===== src/rtl/square_root_pkg.sv =====
// square_root_pkg: shared state encoding and sizing helper for the iterative square root.
package square_root_pkg;
    typedef enum logic [1:0] {S_IDLE = 2'd0, S_BUSY = 2'd1, S_DONE = 2'd2} state_t;
    function automatic int clog2(input int v);
        int r;
        for (r = 0; (1 << r) < v; r++) ;
        return r;
    endfunction
endpackage


===== src/rtl/sqrt_step.sv =====
// sqrt_step: one digit-by-digit square root iteration consuming the next radicand bit pair.
module sqrt_step #(parameter int RW = 8) (
    input  logic [RW+1:0] rem_acc,
    input  logic [RW-1:0] root_acc,
    input  logic [1:0]    pair,
    output logic [RW+1:0] rem_nxt,
    output logic [RW-1:0] root_nxt
);
    logic [RW+3:0] trial;
    logic          neg;
    assign trial = {rem_acc, pair} - {2'b00, root_acc, 2'b01};
    // a non-negative trial always stays below 2^(RW+2), so either top bit marks a borrow
    assign neg = |trial[RW+3:RW+2];
    assign rem_nxt = neg ? {rem_acc[RW-1:0], pair} : trial[RW+1:0];
    assign root_nxt = {root_acc[RW-2:0], ~neg};
endmodule


===== src/rtl/square_root_seq.sv =====
// square_root_seq: iterative integer square root, one root bit per cycle,
// with floor/round-to-nearest modes and valid/ready handshakes on both sides.
module square_root_seq
    import square_root_pkg::*;
#(
    parameter int WIDTH = 16
) (
    input  logic                 CLK,
    input  logic                 RST,
    input  logic [WIDTH-1:0]     num,
    input  logic                 rnd,
    input  logic                 in_valid,
    output logic                 in_ready,
    output logic [WIDTH/2-1:0]   sqr,
    output logic [WIDTH/2:0]     rem,
    output logic                 exact,
    output logic                 sqr_flag,
    input  logic                 out_ready
);
    localparam int RW = WIDTH / 2;
    localparam int CW = clog2(RW);
    state_t          state, state_nxt;
    logic [WIDTH-1:0] num_sh;
    logic            rnd_q;
    logic [CW-1:0]   cnt;
    logic [RW+1:0]   rem_acc, rem_nxt;
    logic [RW-1:0]   root_acc, root_nxt;
    logic            round_up;
    sqrt_step #(.RW(RW)) u_step (
        .rem_acc  (rem_acc),
        .root_acc (root_acc),
        .pair     (num_sh[WIDTH-1 -: 2]),
        .rem_nxt  (rem_nxt),
        .root_nxt (root_nxt)
    );
    always_ff @(posedge CLK or negedge RST)
        if (!RST) state <= S_IDLE;
        else      state <= state_nxt;
    always_comb begin
        state_nxt = state;
        if (state == S_IDLE && in_valid)        state_nxt = S_BUSY;
        else if (state == S_BUSY && cnt == '0)  state_nxt = S_DONE;
        else if (state == S_DONE && out_ready)  state_nxt = S_IDLE;
    end
    assign in_ready = RST && state == S_IDLE;
    assign sqr_flag = state == S_DONE;
    // (r+0.5)^2 = r^2 + r + 0.25, so round up exactly when rem > r; saturate at all ones
    assign round_up = rnd_q && ({1'b0, rem_nxt} > {3'b000, root_nxt}) && !(&root_nxt);
    always_ff @(posedge CLK or negedge RST) begin
        if (!RST) begin
            num_sh   <= '0;
            rnd_q    <= 1'b0;
            cnt      <= '0;
            rem_acc  <= '0;
            root_acc <= '0;
            sqr      <= '0;
            rem      <= '0;
            exact    <= 1'b0;
        end else if (state == S_IDLE && in_valid) begin
            num_sh   <= num;
            rnd_q    <= rnd;
            cnt      <= CW'(RW - 1);
            rem_acc  <= '0;
            root_acc <= '0;
        end else if (state == S_BUSY) begin
            num_sh   <= num_sh << 2;
            cnt      <= cnt - 1'b1;
            rem_acc  <= rem_nxt;
            root_acc <= root_nxt;
            if (cnt == '0) begin
                sqr   <= root_nxt + RW'(round_up);
                rem   <= rem_nxt[RW:0];
                exact <= rem_nxt == '0;
            end
        end
    end
endmodule


===== config.mk =====
export PLATFORM = sky130hd
export DESIGN_NAME = square_root_seq
export DESIGN_NICKNAME = d
export VERILOG_FILES = /design/src/rtl/square_root_pkg.sv /design/src/rtl/sqrt_step.sv /design/src/rtl/square_root_seq.sv
export SDC_FILE = /design/constraint.sdc
export NUM_CORES = 1
export LEC_CHECK = 0
export CAP_MARGIN = 20
export CORE_MARGIN = 2
export CORE_UTILIZATION = 60
export DETAILED_ROUTE_END_ITERATION = 6
export HOLD_SLACK_MARGIN = 0.15
export PLACE_DENSITY = 0.85
export SYNTH_ARGS = -nofsm -noshare
export SYNTH_HDL_FRONTEND = slang
export SYNTH_HIERARCHICAL = 1
export SYNTH_SLANG_ARGS = --single-unit

===== constraint.sdc =====
create_clock -name CLK -period 10 [get_ports CLK]
set_input_delay 1 -clock CLK [delete_from_list [all_inputs] [get_ports CLK]]
set_output_delay 1 -clock CLK [all_outputs]
set_load 0.005 [all_outputs]

==> flow_summary.json, run 1 <==
{
  "drt_iter0_drc": 205,
  "worstPathCellList": "inv_1, ha_1, nor2b_4, o31a_4, o2111ai_2, a21boi_2, nor4b_4, buf_6, mux2i_1, ha_1, a2111oi_0, o21ai_0, o221a_2, ha_1, ha_1, nand3_1, xnor2_1, a21oi_1",
  "die_h_um": 79.2,
  "power.density_nw_per_um2": 425,
  "cts_sinks": 58,
  "area_growth_pct": 18.2,
  "finalHoldViolCount": 0,
  "status": "finished clean",
  "setup_viol": 0,
  "cts_setup_buffers": 0,
  "synth_top_area_cell": "dfrtp_1",
  "first_global_vias": 2664,
  "die_w_um": 79.2,
  "rows": 27,
  "coreArea_um2": 5470,
  "synth_simple_gate_area_share_pct": 16.4,
  "ir_drop_uv": 244,
  "grt_max_degree": 60,
  "grt.met2_usage_pct": 42.9,
  "synth_compound_area_share_pct": 15.1,
  "crit_path_frequent_cell": "ha_1",
  "num_antenna_cells": 0,
  "pin_count": 41,
  "grt_use_met3_pct": 5.11,
  "rsz0062_at_grt": "no",
  "htreeDepth": 3,
  "cts_resized": 0,
  "hold_path.class": "reg -> reg",
  "ys_warn_count": 6,
  "async_flop_share_pct": 100,
  "clk_latency_ns": 0.35,
  "max_freq_ghz": 0.207,
  "ys_seq_elements": 58,
  "fin_nets": 432,
  "final_common_cell": "nand2_1",
  "synth_top_family_by_area": "simple AND/OR/NAND/NOR gates",
  "slew_headroom_pct": 50.6,
  "synth.area.mux_share_pct": 7.67,
  "top_usage_layer": "met2",
  "grt_overflow": 0,
  "synth-xor-area-share_pct": 3.35,
  "drc": 0,
  "timing.critical_path.to_type": "register",
  "fin_crit_ns": 4.83,
  "worst_pin_slew_ns": 0.741,
  "ys_seq_area_share_pct": 42.8,
  "numCtsBuffers": 9,
  "grt_antenna_before_repair": 0,
  "netlist_area_um2": 3390,
  "cts_tree": "done",
  "critPathRequiredTime_ns": 10.23,
  "fillers": 420,
  "initial_utilization_pct": 62.0,
  "grt_pass1_wl_mm": 12.6,
  "wire_per_inst_um": 16.2,
  "dr.pass1.iters": 5,
  "skew_ns": 0.00656,
  "drv_slew": 0,
  "clockBufferDepth": 2,
  "synth_cell_types": 48,
  "synth_cells": 356,
  "drv_cap": 0,
  "drive_gt1_share_pct": 12.2,
  "syn-num-nets": 398,
  "synth_edf_count": 0,
  "crit_type": "reg -> reg",
  "layout_common_cells": "nand2_1 (66), dfrtp_1 (58), clkdlybuf4s50_1 (39)",
  "port_buffers": 40,
  "cts_hold_buf": 0,
  "path_max_fanout": 13,
  "clk_pin_slew_worst_paths_ns": 0.06,
  "period_share_pct": 48.3,
  "ant_nets": 0,
  "arrival_ns": 5.07,
  "routabilityCongestion": 0.885,
  "vias": 2714,
  "critPathTopFamily": "compound AO/OA/AOI/OAI gates",
  "cts_root_buf": "clkbuf_8",
  "synth_top_area_share_pct": 42.8,
  "crit_slowest_cell": "a2111oi_0",
  "path_buf_inv": 2,
  "finalWirelength_mm": 7.56,
  "p_leak_nw": 1.81,
  "holdWs_ns": 0.474,
  "die_area_um2": 6280,
  "via_per_inst": 5.81,
  "max_stage_delay_ns": 0.57,
  "synth_flop_cell": "dfrtp_1",
  "crit_path_start_kind": "register",
  "avgSynthCellArea_um2": 9.54,
  "finalSetupTns_ns": 0,
  "synthAdderAreaFrac_pct": 7.74,
  "grt_use_total_pct": 26.4,
  "synthTopCellsByArea": "dfrtp_1 (43%), ha_1 (7.7%), nand2_1 (7.3%)",
  "hpwl_mm": 5.23,
  "met1_usage_pct": 33.5
}
[routing by layer]
metal | up-vias | part of all wire (%)
li1 | 1296 | -
met1 | 1311 | 42
met2 | 92 | 50
met3 | 15 | 5.3
met4 | 0 | 2.3
met5 | - | 0
[worst reg2reg max path: stages, from the launching register on]
cell and delay (ns):
dfrtp_1 0.45, inv_1 0.08, ha_1 0.35, nor2b_4 0.16, o31a_4 0.30, o2111ai_2 0.21, a21boi_2 0.11, nor4b_4 0.36
buf_6 0.24, mux2i_1 0.36, ha_1 0.30, a2111oi_0 0.57, o21ai_0 0.18, o221a_2 0.30, ha_1 0.21, ha_1 0.22
nand3_1 0.11, xnor2_1 0.13, a21oi_1 0.08
[final cells by class]
cell class              count  area, um^2  area share, %
flip-flops and latches     58        1450           36.2
well taps                  72        90.1           2.25
clock inverters             2        35.0          0.873
inverters                  25        93.8           2.34
multi-input cells         251        1720           42.9
repair buffers             45         457           11.4
clock buffers              14         163           4.05
[path summary, 6_finish.rpt]
| check | startpoint | to | slack [ns] | cells past startpoint |
|---|---|---|---|---|
| min in group asynchronous | RST | rem_acc[6]$_DFFE_PN0P_ | 0.78 | 2 |
| min | num_sh[10]$_DFFE_PN0P_ | num_sh[10]$_DFFE_PN0P_ | 0.47 | 2 |
| max reg2reg | root_acc[0]$_DFFE_PN0P_ | sqr[6]$_DFFE_PN0P_ | 5.17 | 18 |
| max | root_acc[0]$_DFFE_PN0P_ | sqr[6]$_DFFE_PN0P_ | 5.17 | 18 |
| min reg2reg | num_sh[10]$_DFFE_PN0P_ | num_sh[10]$_DFFE_PN0P_ | 0.47 | 2 |
| max in group asynchronous | RST | num_sh[12]$_DFFE_PN0P_ | 8.71 | 2 |
[state kept, by name, summed over array words and instances (netlist names)]
signal / count
num_sh: 16
rem_acc: 10
rem: 9
root_acc: 8
sqr: 8
cnt: 3
state: 2
exact: 1
rnd_q: 1
[synth_stat cells (2+ instances only)]
library cell,number
nand4_1,4
nand2_1,66
mux2_4,10
o211ai_1,2
nor3_1,3
a21o_1,2
buf_6,2
buf_4,10
mux2i_1,2
a21oi_1,16
nor2b_1,2
xnor2_1,12
and3_1,3
nor2_1,13
buf_2,5
inv_1,25
clkbuf_1,5
a22oi_1,14
dfrtp_1,58
nor4_1,2
o21a_1,6
o21ai_0,30
nand3_1,12
mux2_2,8
ha_1,21
[cells by family (layout without fill, tap and decap cells)]
logic type | count (synthesis) | count (layout)
multiplexers | 20 | 20
XOR/XNOR | 13 | 13
adder cells (fa/ha/maj) | 21 | 21
buffers and inverters | 47 | 86
flip-flops | 58 | 58
AO/OA/AOI/OAI | 80 | 80
AND/OR/NAND/NOR | 117 | 117
[power breakdown]
group          internal (mW)  leakage [nW]  switching (mW)  total [mW]
logic                  0.496         0.984           0.567        1.06
registers              0.340         0.727          0.0806       0.420
clock network          0.129         0.101          0.0922       0.221
total                  0.964          1.81           0.740        1.70
[stage by stage]
stage	setup slack (ns)	power (mW)	utilization (%)	instances	instance area [um^2]
finish	5.17	1.70	73.3	467	4010
global route	4.78	1.84	73.3	467	4010
CTS	4.77	1.68	72.6	465	3970
detailed placement	4.79	1.46	69.0	449	3770
global placement	5.06	1.40	69.0	449	3770
floorplan	5.82	1.19	-	356	3390
Note: power is estimated with default switching activity, not from simulation.
==> run 2: changes to the inputs <==
--- a/config.mk
+++ b/config.mk
@@ -7,10 +7,10 @@
 export LEC_CHECK = 0
 export CAP_MARGIN = 20
 export CORE_MARGIN = 2
-export CORE_UTILIZATION = 60
+export CORE_UTILIZATION = 56
 export DETAILED_ROUTE_END_ITERATION = 6
 export HOLD_SLACK_MARGIN = 0.15
-export PLACE_DENSITY = 0.85
+export PLACE_DENSITY = 0.8
 export SYNTH_ARGS = -nofsm -noshare
 export SYNTH_HDL_FRONTEND = slang
 export SYNTH_HIERARCHICAL = 1
==> constraint.sdc (replaced) <==
create_clock -name CLK -period 4.6 [get_ports CLK]
set_input_delay 0.46 -clock CLK [delete_from_list [all_inputs] [get_ports CLK]]
set_output_delay 0.46 -clock CLK [all_outputs]
set_load 0.005 [all_outputs]
==> run 2 against run 1 <==
Via count grew 1.9%. Die area increased by 6.8%. Sequential cell count stayed put. Global-route usage fell by 1.4 points. Non-clock buffer count rose by 9. Design area up 2.6%. Register-to-register slack got worse by 4.9 ns. Sequential share of layout area decreased by 0.91 points. Clock skew grew 0.0014 ns. Critical path depth decreased by 2. Critical path type unchanged. Highest routed layer unchanged.
==> flow_summary.json, run 2 (synthesis gave the netlist of run 1 again) <==
{
  "hold_path.class": "in -> async",
  "grt_pass1_wl_mm": 12.5,
  "grt_use_total_pct": 25.0,
  "coreArea_um2": 5890,
  "via_per_inst": 5.77,
  "finalSetupTns_ns": 0,
  "setup_viol": 0,
  "rows": 28,
  "ff2ff_path_depth": 16,
  "largest_reg_flops": 16,
  "layout_common_cells": "nand2_1 (66), dfrtp_1 (58), clkdlybuf4s50_1 (39)",
  "crit_path_start_kind": "register",
  "die_w_um": 81.9,
  "timing.critical_path.to_type": "register",
  "max_stage_delay_ns": 0.50,
  "worst_pin_slew_ns": 0.718,
  "finalWirelength_mm": 7.54,
  "vias": 2766,
  "grt_max_degree": 59,
  "initial_utilization_pct": 57.7,
  "cts_root_buf": "clkbuf_8",
  "drv_slew": 0,
  "crit_slowest_cell": "or4_1",
  "r2r_setup_slack_ns": 0.28,
  "wire_per_inst_um": 15.7,
  "num_antenna_cells": 0,
  "placed_area_um2": 3850,
  "max_freq_ghz": 0.231,
  "first_global_vias": 2643,
  "path_max_fanout": 12,
  "routabilityCongestion": 0.856,
  "hpwl_mm": 5.04,
  "period_share_pct": 94.0,
  "setup_ws_ns": 0.276,
  "reg.largest.list": "num_sh: 16 flops, rem_acc: 10 flops, rem: 9 flops",
  "clockBufferDepth": 2,
  "postLayoutCellArea_um2": 4120,
  "numCtsBuffers": 9,
  "drt_iter0_drc": 276,
  "critPathTopFamily": "simple AND/OR/NAND/NOR gates",
  "fillers": 452,
  "r2r_start": "root_acc[5]$_DFFE_PN0P_",
  "die_h_um": 81.9,
  "die_area_um2": 6700,
  "drv_cap": 0,
  "dr.pass1.iters": 5,
  "drc": 0,
  "clk_pin_slew_worst_paths_ns": 0.07,
  "cts_tree": "done",
  "clk_latency_ns": 0.34,
  "worstPathCellList": "inv_1, ha_2, and3_4, o2111ai_2, and3b_1, nor4b_4, buf_12, mux2_4, ha_1, nand2_1, or4_1, o21ai_1, o221a_2, ha_1, ha_2, mux2_2",
  "pin_count": 41,
  "multiInputGateArea_um2": 1750,
  "place_ws_ns": 0.136,
  "ant_nets": 0,
  "fin_crit_ns": 4.32,
  "cts_sinks": 58,
  "final_common_cell": "nand2_1",
  "critPathRequiredTime_ns": 4.82,
  "slew_headroom_pct": 52.2,
  "path_buf_inv": 2,
  "grt_antenna_before_repair": 0,
  "htreeDepth": 3,
  "fin_nets": 441,
  "arrival_ns": 4.55,
  "rsz0062_at_grt": "no",
  "crit_type": "reg -> reg",
  "area_growth_pct": 21.2,
  "grt_overflow": 0,
  "port_buffers": 40,
  "r2r-end": "sqr[1]$_DFFE_PN0P_",
  "drive_gt1_share_pct": 15.8,
  "finalHoldViolCount": 0,
  "skew_ns": 0.00793,
  "largest_register": "num_sh",
  "seqCellArea_um2": 1450,
  "status": "finished clean"
}
[run 2: layout make-up]
cell class                 count  area share (%)
sequential                    58            35.3
tap                           75            2.28
multi-input combinational    251            42.6
inverter                      25            2.28
timing repair buffer          54            12.5
clock buffer                  11            3.19
clock inverter                 5            1.92
[run 2: stage by stage]
stage	std cells	hold slack, ns	utilization [%]
final	479	0.362	69.9
after global routing	479	0.419	69.9
after CTS	476	0.386	69.0
after detailed placement	460	0.467	65.4
after global placement	460	0.458	65.4
after floorplan	356	0.164	-
[run 2: worst max-delay path by stage]
stage	slack, ns	end	cells past startpoint	start
floorplan	0.42	sqr[5]$_DFFE_PN0P_	18	rem_acc[0]$_DFFE_PN0P_
global placement	0.27	sqr[5]$_DFFE_PN0P_	18	rem_acc[0]$_DFFE_PN0P_
detailed placement	0.14	sqr[4]$_DFFE_PN0P_	18	rem_acc[0]$_DFFE_PN0P_
CTS	0.14	sqr[5]$_DFFE_PN0P_	18	rem_acc[0]$_DFFE_PN0P_
global route	0.02	sqr[5]$_DFFE_PN0P_	19	num_sh[14]$_DFFE_PN0P_
finish	0.28	sqr[1]$_DFFE_PN0P_	16	root_acc[5]$_DFFE_PN0P_
[run 2: per-layer routing]
layer | routed length (um) | vias up | part of all wire, % | track usage (%)
met2 | 3660 | 80 | 49 | 38.9
met4 | 125 | 0 | 1.7 | 10.2
met5 | 0 | - | 0 | 0
met3 | 366 | 15 | 4.9 | 6.48
li1 | - | 1308 | - | -
met1 | 3390 | 1363 | 45 | 33.1
[run 2: repair_timing]
item,in CTS,in global routing
hold buffers,0,0
endpoints found under the setup margin,0,7
resized for setup,0,7
buffers inserted,0,3
Power of run 2 is left out: the tool's default activity adds up to more than one toggle a clock period on the data nets, which glitch-free logic cannot reach.
